## src/rtl/music_pkg.sv

```systemverilog
// Shared types and constants for the music sequencer: state encoding,
// note byte layout and duration-code-to-milliseconds mapping.
package music_pkg;

  localparam int unsigned TONE_W = 5;
  localparam int unsigned DUR_W  = 3;
  localparam int unsigned NOTE_W = TONE_W + DUR_W;
  localparam int unsigned CNT_W  = 16;

  localparam logic [CNT_W-1:0] DUR_MS_1 = 16'd200;
  localparam logic [CNT_W-1:0] DUR_MS_2 = 16'd500;
  localparam logic [CNT_W-1:0] DUR_MS_3 = 16'd1000;
  localparam logic [CNT_W-1:0] DUR_MS_4 = 16'd2000;
  localparam logic [CNT_W-1:0] DUR_MS_5 = 16'd4000;

  typedef enum logic [1:0] {
    ST_IDLE,
    ST_LOAD,
    ST_PLAY,
    ST_GAP
  } state_e;

  typedef struct packed {
    logic [TONE_W-1:0] tone;
    logic [DUR_W-1:0]  dur;
  } note_t;

  // Unlisted codes (and 0, which never reaches the queue) fall back to the shortest note
  function automatic logic [CNT_W-1:0] dur_to_ms(input logic [DUR_W-1:0] code);
    case (code)
      3'd2:    return DUR_MS_2;
      3'd3:    return DUR_MS_3;
      3'd4:    return DUR_MS_4;
      3'd5:    return DUR_MS_5;
      default: return DUR_MS_1;
    endcase
  endfunction

endpackage

```

## src/rtl/music_seq_ctrl_if.sv

```systemverilog
// UART-side note input and tone-generator-side status bundle.
interface music_seq_ctrl_if;
  import music_pkg::*;

  logic              uart_done;
  logic [NOTE_W-1:0] uart_recv_data;
  logic [TONE_W-1:0] music_tone;
  logic              busy;
  logic              fifo_full;
  logic              overflow;

  modport master (
    output uart_done, uart_recv_data,
    input  music_tone, busy, fifo_full, overflow
  );

  modport slave (
    input  uart_done, uart_recv_data,
    output music_tone, busy, fifo_full, overflow
  );
endinterface

```

## src/rtl/note_fifo.sv

```systemverilog
// Synchronous note queue; head word is always presented on rd_data from storage flops.
module note_fifo #(
  parameter int unsigned DEPTH = 16,
  parameter int unsigned W     = 8
) (
  input  logic                     clk,
  input  logic                     rst,
  input  logic                     push,
  input  logic                     pop,
  input  logic                     flush,
  input  logic [W-1:0]             wr_data,
  output logic [W-1:0]             rd_data,
  output logic                     full,
  output logic                     empty,
  output logic [$clog2(DEPTH):0]   count
);

  localparam int unsigned AW = $clog2(DEPTH);
  localparam int unsigned CW = AW + 1;

  logic [W-1:0]  mem_q [DEPTH];
  logic [AW-1:0] wr_ptr_q, wr_ptr_d;
  logic [AW-1:0] rd_ptr_q, rd_ptr_d;
  logic [CW-1:0] count_q, count_d;
  logic          full_q, empty_q;
  logic          do_push, do_pop;

  // A pop frees the slot a same-cycle push needs, so push is accepted when full and popping
  always_comb begin
    do_push  = push && !flush && (!full_q || pop);
    do_pop   = pop && !flush && !empty_q;
    wr_ptr_d = wr_ptr_q;
    rd_ptr_d = rd_ptr_q;
    count_d  = count_q;
    if (flush) begin
      wr_ptr_d = '0;
      rd_ptr_d = '0;
      count_d  = '0;
    end else begin
      if (do_push) wr_ptr_d = wr_ptr_q + AW'(1);
      if (do_pop)  rd_ptr_d = rd_ptr_q + AW'(1);
      if (do_push && !do_pop)      count_d = count_q + CW'(1);
      else if (!do_push && do_pop) count_d = count_q - CW'(1);
    end
  end

  always_ff @(posedge clk) begin
    if (rst) begin
      wr_ptr_q <= '0;
      rd_ptr_q <= '0;
      count_q  <= '0;
      full_q   <= 1'b0;
      empty_q  <= 1'b1;
    end else begin
      wr_ptr_q <= wr_ptr_d;
      rd_ptr_q <= rd_ptr_d;
      count_q  <= count_d;
      full_q   <= (count_d == CW'(DEPTH));
      empty_q  <= (count_d == '0);
    end
  end

  always_ff @(posedge clk) begin
    if (do_push) mem_q[wr_ptr_q] <= wr_data;
  end

  assign rd_data = mem_q[rd_ptr_q];
  assign full    = full_q;
  assign empty   = empty_q;
  assign count   = count_q;

endmodule

```

## src/rtl/music_seq_ctrl.sv

```systemverilog
// Note sequencer: queues UART note bytes and plays them with timed durations and
// gaps, or passes tones straight through in live mode.
module music_seq_ctrl
  import music_pkg::*;
#(
  parameter int unsigned FIFO_DEPTH = 16,
  parameter int unsigned GAP_MS     = 20
) (
  input  logic          sys_clk,
  input  logic          sys_rst,
  input  logic          tick_1ms,
  input  logic          mode_live,
  music_seq_ctrl_if.slave bus
);

  localparam int unsigned      CW      = $clog2(FIFO_DEPTH) + 1;
  localparam logic [CNT_W-1:0] GAP_CNT = CNT_W'(GAP_MS);

  state_e            state_q, state_d;
  logic [TONE_W-1:0] tone_q, tone_d;
  logic [CNT_W-1:0]  cnt_q, cnt_d;
  note_t             note_q, note_d;
  logic              busy_q, busy_d;
  logic              overflow_q, overflow_d;
  logic              uart_done_q, mode_q;

  note_t             rx_note, fifo_head;
  logic              push, is_stop, mode_chg, note_push, flush, pop;
  logic              fifo_full, fifo_empty;
  logic [CW-1:0]     fifo_count;

  assign rx_note   = bus.uart_recv_data;
  assign push      = bus.uart_done & ~uart_done_q;
  assign mode_chg  = mode_live ^ mode_q;
  assign is_stop   = push && !mode_live && !mode_chg && (rx_note.dur == '0);
  assign note_push = push && !mode_live && !mode_chg && (rx_note.dur != '0);
  assign flush     = mode_chg || is_stop;

  note_fifo #(
    .DEPTH (FIFO_DEPTH),
    .W     (NOTE_W)
  ) u_fifo (
    .clk     (sys_clk),
    .rst     (sys_rst),
    .push    (note_push),
    .pop     (pop),
    .flush   (flush),
    .wr_data (rx_note),
    .rd_data (fifo_head),
    .full    (fifo_full),
    .empty   (fifo_empty),
    .count   (fifo_count)
  );

  // Next-state and output logic; mode change and STOP override the sequencer
  always_comb begin
    state_d = state_q;
    tone_d  = tone_q;
    cnt_d   = cnt_q;
    note_d  = note_q;
    pop     = 1'b0;
    if (flush) begin
      state_d = ST_IDLE;
      tone_d  = '0;
      cnt_d   = '0;
    end else if (mode_live) begin
      state_d = ST_IDLE;
      if (push) tone_d = rx_note.tone;
    end else begin
      case (state_q)
        ST_IDLE: begin
          tone_d = '0;
          if (!fifo_empty) begin
            pop     = 1'b1;
            note_d  = fifo_head;
            state_d = ST_LOAD;
          end
        end
        ST_LOAD: begin
          tone_d  = note_q.tone;
          cnt_d   = dur_to_ms(note_q.dur);
          state_d = ST_PLAY;
        end
        ST_PLAY: begin
          if (tick_1ms) begin
            if (cnt_q == CNT_W'(1)) begin
              tone_d = '0;
              if (GAP_MS != 0) begin
                cnt_d   = GAP_CNT;
                state_d = ST_GAP;
              end else if (!fifo_empty) begin
                pop     = 1'b1;
                note_d  = fifo_head;
                state_d = ST_LOAD;
              end else begin
                state_d = ST_IDLE;
              end
            end else begin
              cnt_d = cnt_q - CNT_W'(1);
            end
          end
        end
        ST_GAP: begin
          if (tick_1ms) begin
            if (cnt_q == CNT_W'(1)) begin
              if (!fifo_empty) begin
                pop     = 1'b1;
                note_d  = fifo_head;
                state_d = ST_LOAD;
              end else begin
                state_d = ST_IDLE;
              end
            end else begin
              cnt_d = cnt_q - CNT_W'(1);
            end
          end
        end
        default: state_d = ST_IDLE;
      endcase
    end
    busy_d     = (state_d == ST_PLAY) || (state_d == ST_GAP);
    overflow_d = note_push && (fifo_count == CW'(FIFO_DEPTH)) && !pop;
  end

  always_ff @(posedge sys_clk) begin
    if (sys_rst) begin
      state_q     <= ST_IDLE;
      tone_q      <= '0;
      cnt_q       <= '0;
      note_q      <= '0;
      busy_q      <= 1'b0;
      overflow_q  <= 1'b0;
      uart_done_q <= 1'b0;
      mode_q      <= 1'b0;
    end else begin
      state_q     <= state_d;
      tone_q      <= tone_d;
      cnt_q       <= cnt_d;
      note_q      <= note_d;
      busy_q      <= busy_d;
      overflow_q  <= overflow_d;
      uart_done_q <= bus.uart_done;
      mode_q      <= mode_live;
    end
  end

  assign bus.music_tone = tone_q;
  assign bus.busy       = busy_q;
  assign bus.fifo_full  = fifo_full;
  assign bus.overflow   = overflow_q;

endmodule

```

## src/flat_wrapper.sv

```systemverilog
// flat-port wrapper written by rule: the top's interface ports become plain ports
module music_seq_ctrl_flat import music_pkg::*;
#(
  parameter int unsigned FIFO_DEPTH = 16,
  parameter int unsigned GAP_MS     = 20
)
  (sys_clk, sys_rst, tick_1ms, mode_live, bus_uart_done, bus_uart_recv_data, bus_music_tone, bus_busy, bus_fifo_full, bus_overflow);
  music_seq_ctrl_if bus_i ();
  input  logic sys_clk;
  input  logic sys_rst;
  input  logic tick_1ms;
  input  logic mode_live;
  input wire logic [$bits(bus_i.uart_done)-1:0] bus_uart_done;
  input wire logic [$bits(bus_i.uart_recv_data)-1:0] bus_uart_recv_data;
  output wire logic [$bits(bus_i.music_tone)-1:0] bus_music_tone;
  output wire logic [$bits(bus_i.busy)-1:0] bus_busy;
  output wire logic [$bits(bus_i.fifo_full)-1:0] bus_fifo_full;
  output wire logic [$bits(bus_i.overflow)-1:0] bus_overflow;
  assign bus_i.uart_done = bus_uart_done;
  assign bus_i.uart_recv_data = bus_uart_recv_data;
  assign bus_music_tone = bus_i.music_tone;
  assign bus_busy = bus_i.busy;
  assign bus_fifo_full = bus_i.fifo_full;
  assign bus_overflow = bus_i.overflow;
  music_seq_ctrl #(.FIFO_DEPTH(FIFO_DEPTH), .GAP_MS(GAP_MS)) u_core (.sys_clk(sys_clk), .sys_rst(sys_rst), .tick_1ms(tick_1ms), .mode_live(mode_live), .bus(bus_i));
endmodule
```

## config.mk

```make
export PLATFORM = sky130hd
export DESIGN_NAME = music_seq_ctrl_flat
export DESIGN_NICKNAME = d
export VERILOG_FILES = /design/src/rtl/music_pkg.sv /design/src/rtl/music_seq_ctrl_if.sv /design/src/rtl/note_fifo.sv /design/src/rtl/music_seq_ctrl.sv /design/src/flat_wrapper.sv
export SDC_FILE = /design/constraint.sdc
export NUM_CORES = 1
export LEC_CHECK = 0
export BUFFER_PORTS_ARGS = -buffer_cell sky130_fd_sc_hd__buf_2
export CAP_MARGIN = 10
export CORE_MARGIN = 8
export CORE_UTILIZATION = 38
export CTS_CLUSTER_SIZE = 20
export DETAILED_ROUTE_END_ITERATION = 10
export RECOVER_POWER = 100
export SETUP_SLACK_MARGIN = 0.3
export SLEW_MARGIN = 20
export SYNTH_ARGS = -nofsm -noshare
export SYNTH_HDL_FRONTEND = slang
export SYNTH_HIERARCHICAL = 1
export SYNTH_SLANG_ARGS = --single-unit
export TNS_END_PERCENT = 20
```

## constraint.sdc

```tcl
create_clock -name sys_clk -period 4.3 [get_ports sys_clk]
set_input_delay 0.86 -clock sys_clk [delete_from_list [all_inputs] [get_ports sys_clk]]
set_output_delay 0.86 -clock sys_clk [all_outputs]
set_load 0.05 [all_outputs]
```

Word-level counts from Yosys, hierarchy flattened
Memory sizes are Yosys's and may differ from the RTL's. A register that Yosys moved wholly into a read port is not among the register bits.
Index checks and enable logic that the tools add are counted.
{"block": "word_totals", "reg_bits": 50, "ram_bits": 128, "in_bits": 13, "output_inout_bits": 8, "word_cells": 115, "n_memories": 1}
{"memory": "u_core.u_fifo.mem_q", "depth": 16, "width": 8, "read_ports": 1, "rd_ports_with_merged_regs": 1, "write_ports": 1, "line_no": "note_fifo.sv:21", "rtl": "logic [W-1:0] mem_q [DEPTH];"}
{"block": "classes", "add_sub_neg": 5, "eq_ne": 19, "mux": 37, "bitwise": 5, "reduce_logical": 34}
{"operator": "16-bit 2-to-1 mux", "count": 4}
{"operator": "12-bit one-hot mux with 4 select lines", "count": 1}
{"operator": "16-bit one-hot mux with 3 select lines", "count": 1}
{"operator": "5-bit 2-to-1 mux", "count": 7}
{"operator": "8-bit 2-to-1 mux", "count": 3}
{"operator": "16-bit by 1-bit equality test with 1-bit output, second input constant", "count": 1}
{"operator": "8-bit one-hot mux with 2 select lines", "count": 1}
{"operator": "16-bit by 1-bit subtractor with 16-bit output, second input constant", "count": 1}
{"operator": "5-bit one-hot mux with 3 select lines", "count": 1}
{"operator": "2-bit 2-to-1 mux", "count": 7}
{"operator": "1-bit logical AND", "count": 12}
{"operator": "5-bit equality test, second input constant", "count": 2}
{"operator": "5-bit AND reduction", "count": 2}
{"operator": "4-bit by 1-bit adder with 4-bit output, second input constant", "count": 2}
{"operator": "2-bit equality test, second input constant", "count": 4}
{"operator": "1-bit zero test", "count": 8}
{"operator": "1-bit 2-to-1 mux", "count": 8}
{"operator": "4-bit 2-to-1 mux", "count": 2}
{"operator": "2-bit one-hot mux with 4 select lines", "count": 1}
{"operator": "3-bit by 2-bit equality test with 1-bit output, second input constant", "count": 2}
{"operator": "3-bit equality test, second input constant", "count": 2}
{"operator": "2-bit != test, second input constant", "count": 3}
{"operator": "3-bit nonzero test", "count": 2}
{"operator": "5-bit by 1-bit adder with 5-bit output, second input constant", "count": 1}
{"operator": "other kinds (17)", "count": 22}

Depth between registers and ports, before layout
{"block": "depth", "depth_word": 15, "ltp_mapped": 14, "depth_no_buf": 11}

By module
Netlist, hierarchy kept.
{"module": "note_fifo", "n_inst": 1, "cells_each": 300, "area_per_inst_um2": 5935.7, "seq_area_each_um2": 4224.1}
{"module": "music_seq_ctrl", "n_inst": 1, "cells_each": 275, "area_per_inst_um2": 2228.4, "seq_area_each_um2": 700.7}

Worst setup path after synthesis
OpenSTA, ideal clock, no wires.
{"block": "synth_path", "kind": "input to register", "startpoint": "in mode_live", "endpoint": "mem u_core.u_fifo.mem_q[3][0] (enable)", "setup_time_ns": 0.383, "t_arrival_ns": 3.050, "required_time_ns": 3.917, "setup_slack_ns": 0.866, "path_stages": 9, "path_cell_list": "buf_2 -> nor2_1 -> o21ai_0 -> clkbuf_1 -> a21boi_0 -> nand2b_1 -> a21oi_2 -> nand2_1 -> nor3_1"}
{"block": "synth_between", "elab_chain_cells": 10, "elab_cells_between_ends": 16, "cone_classes": "mux: 4; bitwise: 1; reduce/logical: 11"}
{"element": "start: declaration", "line_no": "flat_wrapper.sv:12", "rtl": "input logic mode_live;"}
{"element": "1-bit bitwise XOR / 1-bit zero test (equally long branches)", "line_no": "music_seq_ctrl.sv:34, music_seq_ctrl.sv:35"}
{"element": "1-bit zero test / 1-bit logical AND (equally long branches)", "line_no": "music_seq_ctrl.sv:35", "rtl": "assign is_stop = push && !mode_live && !mode_chg && (rx_note.dur == '0);"}
{"element": "1-bit logical AND (2 in series)", "line_no": "music_seq_ctrl.sv:35"}
{"element": "1-bit logical OR (*)", "line_no": "music_seq_ctrl.sv:37", "rtl": "assign flush = mode_chg || is_stop;"}
{"element": "net u_core.flush", "line_no": "music_seq_ctrl.sv:28", "rtl": "logic push, is_stop, mode_chg, note_push, flush, pop;"}
{"element": "1-bit 2-to-1 mux / 1-bit zero test (equally long branches)", "line_no": "music_seq_ctrl.sv:62, note_fifo.sv:30"}
{"element": "1-bit logical OR / 1-bit logical AND (equally long branches)", "line_no": "note_fifo.sv:30", "rtl": "do_push = push && !flush && (!full_q || pop);"}
{"element": "1-bit logical AND (*)", "line_no": "note_fifo.sv:30"}
{"element": "1-bit 2-to-1 mux (*)", "line_no": "note_fifo.sv:64", "rtl": "if (do_push) mem_q[wr_ptr_q] <= wr_data;"}
{"element": "1-bit 2-to-1 mux (implied by the code) (*)", "line_no": "note_fifo.sv:64"}
{"element": "end: declaration", "line_no": "note_fifo.sv:21"}
The timed path passes the listed nets; every way through them passes the cells marked *.

Final worst setup path
{"block": "layout_path", "startpoint": "reg u_core.cnt_q[0]", "endpoint": "mem u_core.u_fifo.mem_q[11][5] (enable)"}
{"block": "layout_between", "elab_chain_cells": 10}
{"element": "start: declaration", "line_no": "music_seq_ctrl.sv:21", "rtl": "logic [CNT_W-1:0] cnt_q, cnt_d;"}
{"element": "start signal: assignment", "line_no": "music_seq_ctrl.sv:138", "rtl": "cnt_q <= cnt_d;"}
{"element": "16-bit by 1-bit equality test with 1-bit output", "line_no": "music_seq_ctrl.sv:86, music_seq_ctrl.sv:105"}
{"element": "1-bit 2-to-1 mux", "line_no": "music_seq_ctrl.sv:105", "rtl": "if (cnt_q == CNT_W'(1)) begin"}
{"element": "1-bit 2-to-1 mux", "line_no": "music_seq_ctrl.sv:104", "rtl": "if (tick_1ms) begin"}
{"element": "1-bit one-hot mux with 2 select lines", "line_no": "music_seq_ctrl.sv:70", "rtl": "case (state_q)"}
{"element": "1-bit 2-to-1 mux", "line_no": "music_seq_ctrl.sv:66", "rtl": "end else if (mode_live) begin"}
{"element": "1-bit 2-to-1 mux", "line_no": "music_seq_ctrl.sv:62", "rtl": "if (flush) begin"}
{"element": "net u_core.pop", "line_no": "music_seq_ctrl.sv:28"}
{"element": "1-bit logical OR", "line_no": "note_fifo.sv:30"}
{"element": "1-bit logical AND", "line_no": "note_fifo.sv:30"}
{"element": "1-bit 2-to-1 mux", "line_no": "note_fifo.sv:64"}
{"element": "1-bit 2-to-1 mux (implied by the code)", "line_no": "note_fifo.sv:64"}
The timed path passes the listed nets, and every way through them passes these cells.

==> results by stage <==
Run status:
- The run finished, with violations left.
- The checks that failed: max-capacitance violations, max-slew violations.

Setup path:
- The logic depth of the worst path, buffers included is 10.
- The critical path buffer and inverter count is 2.
- The critical path goes through ha_1 -> nor4b_1 -> and4b_1 -> a31oi_1 -> nor4_2 -> clkbuf_1 -> inv_1 -> a21oi_2 -> nand2_1 -> nor2_1.
- The endpoint kind of the worst setup timing path is a flop.
- The worst register-to-register path begins at u_core/cnt_q[0].
- The top fanout value on the critical path is 11.
- The kind of cell with the highest combined delay along the critical path is simple AND/OR/NAND/NOR gates.
- The most critical setup path has its endpoint at u_core/u_fifo/mem_q[11][5].
- The slowest stage of the critical path is the nor2_1 cell.
- The stage delay of the slowest cell on the critical path is 0.64 ns.
- In this run the critical register-to-register path is captured at u_core/u_fifo/mem_q[11][5].
- The minimum setup slack among reg-to-reg paths is 0.62 ns.
- Measured in cells, the most critical reg-to-reg path has a length of 10.
- The arrival time at the worst endpoint is approximately 3.7 ns.
- The worst path required time is roughly 4.4 ns.
- In this run the worst setup path begins at u_core/cnt_q[0].
- The critical path is of the flop to flop type.
- STA classifies the critical path startpoint as a flop.

Timing:
- Setup repair after global routing left no endpoint under its margin.
- The period utilization is 85.7%.
- The final number of max-transition violations came to 33.
- For the final database, setup skew stands at 0.0108 ns.
- The aggregate negative setup slack is 0 ns.
- Measured against its own limit, the worst slew margin works out to -29.2%.
- Setup violations remaining at the end of the flow were counted as 0.
- For the pin with the worst max-slew slack, the measured transition is 1.94 ns.
- The number of hold violations in the final report came to 0.
- The worst path in the final design needs a cycle of roughly 3.7 ns, including I/O delays and setup.
- The fmax is ~0.27 GHz.

Global route:
- The global routing usage on met1 is 18.1%.
- The number of global-route vias before repair is 5045.
- Global routing used between 10% and 20% of the available tracks.
- For met3 alone, demand over resource in global routing was 3.36%.
- The met2 track utilization from global routing is 22.5%.
- The busiest metal layer after global routing is met2.
- The initial antenna violation count is 0.
- For this run the aggregate overflow at the end of global routing stands at 0.
- The first global-routing pass estimated approximately 28000 um of wire.
- Entering global routing, the biggest net connects 33 pins.

Clock network:
- The clock transition at the register clock pins on the worst setup and hold paths after CTS is 0.07 ns.
- No sink is reached through more buffers than the 2 on the longest clock path.
- The master cell of the clock root buffer is clkbuf_16.
- TritonCTS created 17 clock buffers.
- The post-CTS setup buffer count is 0.
- The TritonCTS clock tree is yes.
- The maximum level of the CTS H-tree is 4.
- The clock latency on the worst-skew pair is 0.43 ns.
- The post-CTS resize count is 0.
- Buffers inserted to repair hold after CTS numbered 0.
- The TritonCTS sink count is 182.

Placement:
- At the end of routability-driven placement, the weighted congestion stood at 0.925.
- The number of I/O port buffers is 20.
- Once placement finished, the instance area stood at 8540 sq um.
- The wire-length estimate of the detail-placed layout is 11900 um.

Finish:
- From synthesis to final layout, the design area changed by 11.3%.
- In the layout the commonest cells are 128 x edfxtp_1, 56 x nor2_1, 54 x dfxtp_1.
- The antenna diode instance count is 0.
- The final design instance area without fill is 9090 sq um.
- In the final layout, the share of cells above drive strength 1 is 12.7%.
- In the final design database the tool counted 628 nets.
- The count of fill cells added during filler insertion is between 1.5k and 2k.
- The most frequent standard cell in the layout excluding fill and tap cells is edfxtp_1.

Logic synthesis:
- The number of synthesized flops with an enable pin is around 130.
- The post-synthesis instance area is 8160 sq um.
- The top flip-flop cell by instance count after synthesis is edfxtp_1.
- The gate count after technology mapping is 575.
- Yosys attributes the largest share of cell area to edfxtp_1 47%, dfxtp_1 13%, mux4_1 7.7%, mux4_2 4.4%, nor2_1 2.6%.
- Sequential cells were found to cover 60.3% of the synthesized design area.
- Of all flip-flops after synthesis, the portion carrying an async set or reset was 0%.
- After synthesis, the largest area contributor takes up approximately 47% of total cell area.
- The netlist uses 72 different library cells.
- Yosys printed 6 warnings.
- In this run, synthesis produced a sequential element count of 182.
- The average size of a mapped cell is roughly 14 sq um.
- The number of nets in the synthesized netlist is 601.
- The cell type contributing the most total cell area after synthesis is edfxtp_1.

Pwr:
- Summed over all cells, the static leakage comes to 0.00290 uW.
- The worst-case IR drop observed on VDD is 0.318 mV.
- The power density normalized to cell area is around 400 nW/um^2.

Drt:
- The number of search-and-repair iterations in the first detailed-routing pass is 5.
- In the routed design, unresolved DRC markers number 0.
- After detailed routing, the average wire length per cell comes to 20.0 um.
- The number of design-rule violations left by the first detailed-router iteration is just under 400.
- In this run the remaining antenna-violating nets after routing total 0.
- The detail-routed via count per cell is 5.62.
- Across all layers, the routed design uses 5004 vias.
- The routed wire length is 17800 um.

Floorplanning:
- For this design the top-level I/O count stands at 21.
- The floorplan die area is 26400 sq um.
- The total area inside the core boundary comes to 21100 sq um.
- The number of placement rows is 53.
- The die is 163 um wide.
- The floorplan step set the die height to 163 um.
- The initial core utilization is 38.7%.

Hold path:
- The path class of the tightest hold or removal check is flop to flop.

Job:
- The number of max-cap violations is 1.
## power breakdown
group | internal, uW | total (uW) | switching, uW
logic | 26.6 | 104 | 77.3
registers | 1880 | 1880 | 4.73
clock network | 897 | 1640 | 743
## worst min path at each step
stage                                start                to  slack (ns)  cells after the start
final                     u_core/note_q[7]  u_core/note_q[7]        0.48                      2
after CTS                 u_core/note_q[5]  u_core/note_q[5]        0.48                      2
after detailed placement  u_core/note_q[5]  u_core/note_q[5]        0.47                      2
after global placement    u_core/note_q[5]  u_core/note_q[5]        0.47                      2
after floorplan            u_core/cnt_q[5]   u_core/cnt_q[5]        0.44                      1
after global routing      u_core/note_q[5]  u_core/note_q[5]        0.48                      2
## logic make-up after synthesis
logic type               after synthesis  synth area share, %
AO/OA/AOI/OAI                        108                 9.24
multiplexers                          42                 12.4
AND/OR/NAND/NOR                      166                 10.7
adder cells (fa/ha/maj)               13                 1.99
buffers and inverters                 45                 3.28
XOR/XNOR                              19                 2.04
flip-flops                           182                 60.3
## worst reg2reg max path: cells and delay by family (launching register included)
family	cells	cell delay [ns]
DFF	1	0.45
and+or+nand+nor	5	1.69
buffers and inverters	2	0.47
adders and majority gates	1	0.20
AOI/OAI and AO/OA	2	0.51
## per-layer routing
metal	vias up	wire length [um]
met4	0	214
met1	2521	8230
li1	2308	-
met3	17	825
met5	-	0
met2	158	8560
## synth_stat cells (6+ instances only)
cell / count
o21ai_0: 12
nand3_1: 6
o31ai_1: 11
edfxtp_1: 128
mux4_1: 24
nand3b_1: 9
nor2_1: 56
clkbuf_1: 13
o22ai_1: 8
nor3_1: 13
nand2_1: 29
a21oi_1: 29
ha_1: 13
nor2b_1: 7
mux4_2: 16
dfxtp_1: 54
inv_1: 14
xnor2_1: 14
nor4_1: 6
## state kept, by name, indices dropped and copies added (netlist names), 2 cells and up, named ones only
register / count
u_core/note_q: 8
u_core/u_fifo/rd_ptr_q: 4
u_core/u_fifo/mem_q: 128
u_core/u_fifo/wr_ptr_q: 4
u_core/cnt_q: 16
u_core/u_fifo/count: 5
u_core/state_q: 2
u_core/bus.music_tone: 5
## stage by stage
stage	hold WS (ns)	total power, uW	instances	setup slack, ns	utilization [%]
after floorplan	0.444	1980	575	0.866	-
after global placement	0.465	2030	858	0.748	40.5
after detailed placement	0.467	2030	858	0.639	40.5
after CTS	0.482	3670	890	0.820	43.5
after global routing	0.485	3740	890	0.281	43.1
final	0.485	3630	890	0.616	43.1
## layout make-up
| class | instances | area [sq um] | share of cell area, % |
|---|---|---|---|
| Clock buffer | 17 | 425 | 4.68 |
| Sequential cell | 182 | 4920 | 54.2 |
| Tap cell | 275 | 344 | 3.79 |
| Clock inverter | 15 | 204 | 2.24 |
| Multi-Input combinational cell | 348 | 2960 | 32.6 |
| Inverter | 14 | 52.6 | 0.578 |
| Timing Repair Buffer | 39 | 176 | 1.94 |
Power figures use the tool's default switching activity.
